--- config.mk ---
export PLATFORM = sky130hd
export DESIGN_NAME = hazard_scoreboard
export DESIGN_NICKNAME = d
export VERILOG_FILES = /design/src/rtl/hazard_scoreboard.sv
export SDC_FILE = /design/constraint.sdc
export NUM_CORES = 1
export LEC_CHECK = 0
export CORE_MARGIN = 2
export CORE_UTILIZATION = 23
export CTS_CLUSTER_DIAMETER = 30
export CTS_CLUSTER_SIZE = 20
export DETAILED_ROUTE_END_ITERATION = 7
export PLACE_DENSITY = 0.47
export SYNTH_ARGS = -nofsm -noshare
export SYNTH_HDL_FRONTEND = slang
export SYNTH_SLANG_ARGS = --single-unit
--- constraint.sdc ---
create_clock -name clk -period 1.7 [get_ports clk]
set_input_delay 0.34 -clock clk [delete_from_list [all_inputs] [get_ports clk]]
set_output_delay 0.34 -clock clk [all_outputs]
set_load 0.05 [all_outputs]
--- src/rtl/hazard_scoreboard.sv ---
// Hazard/forwarding controller: tracks in-flight writers past ID, raises load-use stalls,
// IF/ID flush and registered EX forward selects. Optional counters under HAZARD_STATS_EN.
module hazard_scoreboard #(
   parameter int REG_ADDR_W     = 5,
   parameter int NUM_FWD_STAGES = 2,
   parameter int LOAD_LAT       = 1,
   parameter int ZERO_REG       = 31
) (
   input  logic                  clk,
   input  logic                  reset,
   input  logic                  id_valid,
   input  logic [REG_ADDR_W-1:0] id_rn,
   input  logic [REG_ADDR_W-1:0] id_rm,
   input  logic                  id_uses_rn,
   input  logic                  id_uses_rm,
   input  logic [REG_ADDR_W-1:0] id_rd,
   input  logic                  id_regwrite,
   input  logic                  id_is_load,
   input  logic                  br_flush,
   output logic                  stall,
   output logic                  flush_if_id,
   output logic                  bubble_id_ex,
   output logic [2:0]            fwd_sel_a,
   output logic [2:0]            fwd_sel_b
`ifdef HAZARD_STATS_EN
   ,
   output logic [31:0]           stall_cnt,
   output logic [31:0]           flush_cnt
`endif
);

   localparam logic [REG_ADDR_W-1:0] ZERO_ADDR = REG_ADDR_W'(ZERO_REG);

   // Index k-1 holds the instruction k stages past ID (index 0 is in EX).
   logic [NUM_FWD_STAGES-1:0]                 vld_q, vld_d;
   logic [NUM_FWD_STAGES-1:0]                 wr_q, wr_d;
   logic [NUM_FWD_STAGES-1:0]                 ld_q, ld_d;
   logic [NUM_FWD_STAGES-1:0][REG_ADDR_W-1:0] rd_q, rd_d;

   logic [NUM_FWD_STAGES-1:0] match_a, match_b;
   logic                      load_use;
   logic [2:0]                sel_a, sel_b;
   logic [2:0]                fwd_sel_a_q, fwd_sel_a_d;
   logic [2:0]                fwd_sel_b_q, fwd_sel_b_d;

   always_comb begin
      match_a = '0;
      match_b = '0;
      for (int k = 0; k < NUM_FWD_STAGES; k++) begin
         match_a[k] = vld_q[k] & wr_q[k] & (rd_q[k] == id_rn) & (id_rn != ZERO_ADDR) & id_uses_rn;
         match_b[k] = vld_q[k] & wr_q[k] & (rd_q[k] == id_rm) & (id_rm != ZERO_ADDR) & id_uses_rm;
      end
   end

   always_comb begin
      load_use = 1'b0;
      for (int k = 0; k < LOAD_LAT; k++) begin
         load_use = load_use | (ld_q[k] & (match_a[k] | match_b[k]));
      end
   end

   assign stall        = ~reset & id_valid & load_use;
   assign bubble_id_ex = stall;
   assign flush_if_id  = ~reset & br_flush & ~stall;

   // Scan oldest to youngest so the youngest producer overwrites.
   always_comb begin
      sel_a = '0;
      sel_b = '0;
      for (int k = NUM_FWD_STAGES - 1; k >= 0; k--) begin
         if (match_a[k]) sel_a = 3'(k + 1);
         if (match_b[k]) sel_b = 3'(k + 1);
      end
      fwd_sel_a_d = stall ? 3'd0 : sel_a;
      fwd_sel_b_d = stall ? 3'd0 : sel_b;
   end

   always_comb begin
      vld_d    = '0;
      wr_d     = '0;
      ld_d     = '0;
      rd_d     = '0;
      vld_d[0] = id_valid & ~stall;
      wr_d[0]  = id_regwrite;
      ld_d[0]  = id_is_load;
      rd_d[0]  = id_rd;
      for (int k = 1; k < NUM_FWD_STAGES; k++) begin
         vld_d[k] = vld_q[k-1];
         wr_d[k]  = wr_q[k-1];
         ld_d[k]  = ld_q[k-1];
         rd_d[k]  = rd_q[k-1];
      end
   end

   always_ff @(posedge clk) begin
      if (reset) begin
         vld_q       <= '0;
         fwd_sel_a_q <= '0;
         fwd_sel_b_q <= '0;
      end else begin
         vld_q       <= vld_d;
         fwd_sel_a_q <= fwd_sel_a_d;
         fwd_sel_b_q <= fwd_sel_b_d;
      end
   end

   // Payload fields are qualified by vld_q, so they need no reset.
   always_ff @(posedge clk) begin
      wr_q <= wr_d;
      ld_q <= ld_d;
      rd_q <= rd_d;
   end

   assign fwd_sel_a = fwd_sel_a_q;
   assign fwd_sel_b = fwd_sel_b_q;

`ifdef HAZARD_STATS_EN
   logic [31:0] stall_cnt_q, stall_cnt_d;
   logic [31:0] flush_cnt_q, flush_cnt_d;

   always_comb begin
      stall_cnt_d = stall_cnt_q;
      flush_cnt_d = flush_cnt_q;
      if (stall && (stall_cnt_q != 32'hFFFF_FFFF))       stall_cnt_d = stall_cnt_q + 32'd1;
      if (flush_if_id && (flush_cnt_q != 32'hFFFF_FFFF)) flush_cnt_d = flush_cnt_q + 32'd1;
   end

   always_ff @(posedge clk) begin
      if (reset) begin
         stall_cnt_q <= '0;
         flush_cnt_q <= '0;
      end else begin
         stall_cnt_q <= stall_cnt_d;
         flush_cnt_q <= flush_cnt_d;
      end
   end

   assign stall_cnt = stall_cnt_q;
   assign flush_cnt = flush_cnt_q;
`endif

endmodule

==> metrics.md <==
| Metric | Value |
|---|---|
| CTS Root Cell | clkbuf_4 |
| Starting density of the core | 0.236 |
| Total wire length | 2040 um |
| Largest net degree at the start of global routing | 12 |
| Yosys warns | 0 |
| Met3 Usage GRT | 0.0272 |
| Synthesized area per cell | 10.4 um^2 |
| Hold Path Depth | 0 |
| Detail Placement HPWL | 1510 um |
| Vias per cell | 4.18 |
| Violated checks | negative setup slack |
| Post-synthesis register bit count | 19 |
| Nets | 153 |
| Post-Synthesis Cells | 75 |
| Placed Instances | 163 |
| Crit start category | register |
| GR peak layer | met2 |
| Final Core Density | 0.443 |
| Maxcap violations | 0 |
| Routed Antenna Nets | 0 |
| ANT cells | 0 |
| Worst path top cell family by delay | simple AND/OR/NAND/NOR gates |
| WP data arrival | 2060 ps |
| Total gr overflow | 0 |
| Synthesis-to-layout area growth | 87.4% |
| Slack of the worst reg-to-reg path | -550 ps |
| Initial antenna violation count | 0 |
| Remaining DRCs | 0 |
| Buf/Inv on CP | 1 |
| Worst endpoint required time | 1360 ps |
| Chip width | 62.3 um |
| Worst-path clk slew | 110 ps |
| Port Buffers | 29 |
| Routability cong. | 0.788 |
| Hold path start | wr_q[0] |
| Core Area | 0.00331 mm^2 |
| Critical-path top delay cell | or4_4 |
| Pre-Repair DR Iteration Count | 4 |
| Initial drt markers | 15 |
| Vias | 731 |
| Setup Crit Path Kind | register to primary output |
| Synth cell types | 21 |
| H-tree depth | 1 |
| HP Class | register to register |
| CTS tree | done |
| Crit share post-route | 1.41 |
| Area after DPL | 0.00126 mm^2 |
| Wirelength per Cell | 11.7 um |
| TritonCTS buffer count | 3 |
| R2R Path End | fwd_sel_b[1] |
| Worst-Skew Late Latency | 300 ps |
| Global-route met2 utilization | 0.177 |
| Vias in the first global route | 692 |
| Area contributors post-synth | dfxtp_1, xnor2_1, xor2_1 |
| Met1 Use GR | 0.115 |
| Hold endpoint | wr_q[1] |
| Leading area contributor after synthesis | dfxtp_1 |
| Reg2reg start | rd_d[9] |
| P per Cell Area | 611 mW/mm^2 |
| Clk_skew | 1.71 ps |
| Top cell type's share of synthesized area | 0.486 |
| Clock Tree Buf Depth | 2 |
| # rows | 21 |
| Clk sink count | 19 |
| Total global-route track usage | 0.103 |
| Non-filler cells, final | 175 |
| CP endpoint kind | primary output |
| Crit path setup slack, layout | -703 ps |
| Fin. Hold Viols | 0 |
| Final instance area | 0.00147 mm^2 |
| Die area | 0.00388 mm^2 |
| # setup viols final | 7 |
| Share of cells above drive strength 1 | 0.442 |
| Hold Buf Count CTS | 0 |
| Commonest non-fill, non-tap cell in the layout | buf_4 |
| Slew Viols, Final | 0 |
| Die Span Y | 62.3 um |
| Critical path cell sequence | xnor2_2, nand4_1, or4_4, a211oi_4, buf_12 |
| Peak VDD IR | 0.368 mV |
| Max Clk Rate | 416 MHz |
| Min Tclk post-route | 2400 ps |
| Status | finished with violations |
| Total power | 895 uW |
| Io pins | 32 |
| Worst Reg-to-Reg Cells | 10 |
| Critical path peak fanout | 4 |
| Most frequent cells in the layout | buf_4, dfxtp_1, clkdlybuf4s50_1, buf_6, dlygate4sd2_1 |
| RSZ-0062 raised after global routing | true |
| Leak | 0.000623 uW |
| Cell Area, Synth | 782 um^2 |
| Critical path's largest stage delay | 580 ps |
| Global-route wire length before repair | 3100 um |
| Sequential area share after synthesis | 0.486 |
sequential cells by signal (all words and copies together) (netlist names):
| name | count |
|---|---|
| vld_q | 2 |
| fwd_sel_a | 2 |
| rd_q | 5 |
| wr_q | 2 |
| fwd_sel_b | 2 |
| rd_d | 5 |
| ld_q | 1 |
timing repair:
item,CTS,global route
setup endpoints to repair,8,7
pin swaps,9,13
buffers inserted,2,6
resized for setup,19,19
metal layers:
metal  part of all wire  up-vias
met5                  0        -
met1               0.40      345
met4              0.018        0
met2               0.53       24
met3              0.049        4
li1                   -      358
cell type report:
cell class / instances / area, um^2
Fill cell: 358 / 1850
Timing Repair Buffer: 55 / 522
Multi-Input combinational cell: 51 / 464
Sequential cell: 19 / 394
Tap cell: 46 / 57.6
Clock buffer: 3 / 22.5
Clock inverter: 1 / 5.00
power by group:
part / total [uW] / internal (uW) / switching, uW
registers: 479 / 463 / 16.7
clock network: 235 / 87.8 / 147
logic: 181 / 107 / 73.8
worst max path at each step:
stage | startpoint | end | slack, ps | cells after the start
global route | rd_d[9] | stall | -780 | 5
detailed placement | id_rm[1] | stall | -950 | 6
finish | rd_d[9] | stall | -700 | 5
global placement | id_rn[0] | bubble_id_ex | -960 | 6
floorplan | rd_d[6] | stall | -610 | 6
CTS | rd_d[9] | stall | -720 | 5
worst register-to-register path, cell delays in order (launching register included):
cell,delay [ps]
dfxtp_4,380
xnor2_2,160
nand4_1,110
or4_4,550
buf_6,150
buf_6,100
buf_6,100
buf_6,100
buf_6,110
buf_6,110
o311a_1,280
cell families (layout without fill, tap and decap cells):
| family | count (synthesis) | in the layout | synth area share |
|---|---|---|---|
| simple gates | 22 | 22 | 0.163 |
| xor+xnor | 20 | 20 | 0.234 |
| flops | 19 | 19 | 0.486 |
| buf+inv | 6 | 59 | 0.0512 |
| compound gates | 7 | 7 | 0.0608 |
| other cells | 1 | 2 | 0.00480 |
through the flow:
step                      setup slack [ps]  hold slack, ps  TNS (ps)
final                                 -703             361     -3830
after global routing                  -780             371     -4260
after CTS                             -718             367     -2520
after detailed placement              -951             349     -5360
after global placement                -961             340     -5500
after floorplan                       -612             331     -1140
cells in the mapped netlist:
library cell,instances
nand4_1,3
xor2_1,8
o21ai_0,2
nand3_1,2
nand2_1,6
nor2_1,1
dfxtp_1,19
nor4_1,2
conb_1,1
or4_1,2
nor2b_1,1
a21oi_1,2
o311a_1,2
xnor2_1,11
buf_4,4
nand2b_1,1
a211oi_1,1
nor3b_1,3
and4b_1,1
buf_2,2
xnor2_2,1
Power figures use the tool's default switching activity.
==> variant: new RTL, same flow settings <==
The option `HAZARD_STATS_EN` is turned on by a define.
--- a/src/rtl/hazard_scoreboard.sv
+++ b/src/rtl/hazard_scoreboard.sv
@@ -1,5 +1,7 @@
 // Hazard/forwarding controller: tracks in-flight writers past ID, raises load-use stalls,
 // IF/ID flush and registered EX forward selects. Optional counters under HAZARD_STATS_EN.
+`define HAZARD_STATS_EN
+
 module hazard_scoreboard #(
    parameter int REG_ADDR_W     = 5,
    parameter int NUM_FWD_STAGES = 2,
Behaviour (old outputs only; new: flush_cnt and stall_cnt): unchanged (Yosys induction, for registers that start in step).
==> variant against the original RTL <==
- the run still ends with negative setup slack left
- area after synthesis rose to 5.2 times the old value
- count of clock-buffer cells in the layout grew 8
- worst setup slack got worse by 39 ps
- sequential cell count grew 64
- total power grew to 4.6 times the old value
- routed wire length rose to 6.2 times the old value
- sequential power rose to 4.0 times the old value
- synthesized cell count grew to 6.1 times the old value
- design area grew to 4.8 times the old value
- highest routed layer unchanged
==> variant: results (changes against the original RTL) <==
.. list-table::
   :header-rows: 1

   * - Metric
     - Value
   * - Origin of the critical flop-to-flop path
     - rd_d[8]
   * - Total setup violations reported at the end of the flow
     - 71 (+64)
   * - Pin count of the biggest net entering global routing
     - 52 (+40)
   * - Maximum fanout encountered on the critical timing path
     - 3 (-1)
   * - Total clock buffers created by CTS
     - 9 (+6)
   * - Aggregate negative setup slack
     - -35760 ps (-31930 ps)
   * - Ratio of routed vias to standard cells
     - 4.43 (+6.0%)
   * - Clock Tree Root
     - sky130_fd_sc_hd__clkbuf_16
   * - Leakage power
     - 2.75 nW (+340%)
   * - CP peak stage delay
     - 490 ps (-90 ps)
   * - Iteration-0 DRC Markers
     - 152 (+137)
   * - Most used standard cells in the synthesized netlist
     - sky130_fd_sc_hd__dfxtp_1, sky130_fd_sc_hd__nor2_1, sky130_fd_sc_hd__xnor2_1, sky130_fd_sc_hd__nand2_1, sky130_fd_sc_hd__nand3_1
   * - Violations in the final reports
     - negative setup slack
   * - GRT Resource Usage Total
     - 14.3% (+4.0 points)
   * - Sequential element share of the synthesized area
     - 41.3% (-7.4 points)
   * - Wire length of the first global-routing pass
     - 20.8 mm (+570%)
   * - Slew at the pin closest to its max-slew limit
     - 595 ps
   * - Worst Hold Launch
     - wr_q[0]
   * - Total Routed Length
     - 12.7 mm (+520%)
   * - Cell types with the largest area share after synthesis
     - sky130_fd_sc_hd__dfxtp_1, sky130_fd_sc_hd__xnor2_1, sky130_fd_sc_hd__nor2_1, sky130_fd_sc_hd__nor4_1, sky130_fd_sc_hd__nand3_1
   * - Depth of the worst register-to-register path
     - 11 (+1)
   * - Clock power share
     - 46.8% (+20 points)
   * - Layout Nets
     - 713 (+370%)
   * - Final Wtd Congestion
     - 0.835 (+6.0%)
   * - Power in combinational cells
     - 0.280 mW (+55%)
   * - Net switching fraction of the power
     - 23.5% (-3.1 points)
   * - Maximum level of the CTS H-tree
     - 3 (+2)
   * - Number of port buffers
     - 93 (+220%)
   * - Maximum ir drop on the vdd rail
     - 0.000452 V (+23%)
   * - Commonest register cell after synthesis
     - sky130_fd_sc_hd__dfxtp_1
   * - Share of post-route cells with drive strength above 1
     - 51.1% (+6.9 points)
   * - Reg2Reg Setup Slack
     - -620 ps (-70 ps)
   * - Worst flop-to-flop path endpoint
     - stall_cnt[25]
   * - Worst-Skew Late Latency
     - 340 ps (+40 ps)
   * - Final critical-path setup slack
     - -742 ps (-39.0 ps)
   * - Power Dens Cells
     - 596 nW/um^2 (-2.5%)
   * - Detailed-placement wirelength estimate
     - 9.66 mm (+540%)
   * - Skew final
     - 6.52 ps (+4.81 ps)
   * - Data arrival time of the critical path
     - 2100 ps (+40 ps)
   * - Number of distinct standard cells referenced by the synthesized netlist
     - 48 (+130%)
   * - Status
     - finished, violations left
   * - Clock-pin slew reported for the worst setup and hold paths after clock tree synthesis
     - 60 ps (-50 ps)
   * - Number of warnings reported in the yosys synthesis log
     - 0 (unchanged)
==> variant: worst max-delay path by stage <==
stage	end	from	slack (ps)	cells after the start
global route	flush_if_id	rd_d[8]	-810	8
global placement	flush_cnt[26]	id_rm[1]	-1020	9
finish	flush_if_id	rd_d[8]	-740	8
detailed placement	flush_cnt[26]	id_rm[4]	-1050	9
floorplan	stall_cnt[25]	stall_cnt[10]	-450	7
CTS	bubble_id_ex	rd_d[6]	-760	7
==> variant: metal layers <==
layer,vias up,global-route usage [%],part of all wire [%]
met4,0,6.54,2.3
li1,2070,-,-
met3,19,2.98,3.8
met5,-,0,0
met1,1906,18.1,47
met2,74,23.3,47
==> variant: stage by stage <==
step	hold slack, ps	cell area (sq um)	setup slack, ps	utilization (%)	std cells
floorplan	331	4350	-453	-	457
global placement	354	6380	-1020	37.0	890
detailed placement	352	6380	-1050	37.0	890
CTS	363	6940	-764	40.3	917
global route	375	6970	-808	40.5	918
finish	358	6980	-742	40.5	919
==> variant: cell families after synthesis <==
logic type                 count (synthesis)  share of synthesized area, %
and+or+nand+nor                          242                          33.6
xor gates and xnor gates                  77                          16.7
muxes                                      2                         0.528
adders and majority gates                  2                         0.621
other                                      1                        0.0931
buffers and inverters                     30                          3.42
DFF                                       83                          41.3
AOI/OAI and AO/OA                         19                          3.76
==> variant: cell type report <==
class                      count  area, sq um
antenna                        1         2.50
inverter                       7         26.3
tap                          225          282
multi-input combinational    344         2540
timing repair buffer         243         2010
sequential                    83         1830
clock inverter                 5         52.6
fill                        1715        10300
clock buffer                  11          233
==> variant: timing repair <==
action / 4_1_cts / 5_1_grt
cloned: 3 / 0
endpoints found under the setup margin: 72 / 72
hold buffers: 0 / 0
setup buffers: 8 / 2
resized for setup: 50 / 9
pin swaps: 19 / 6
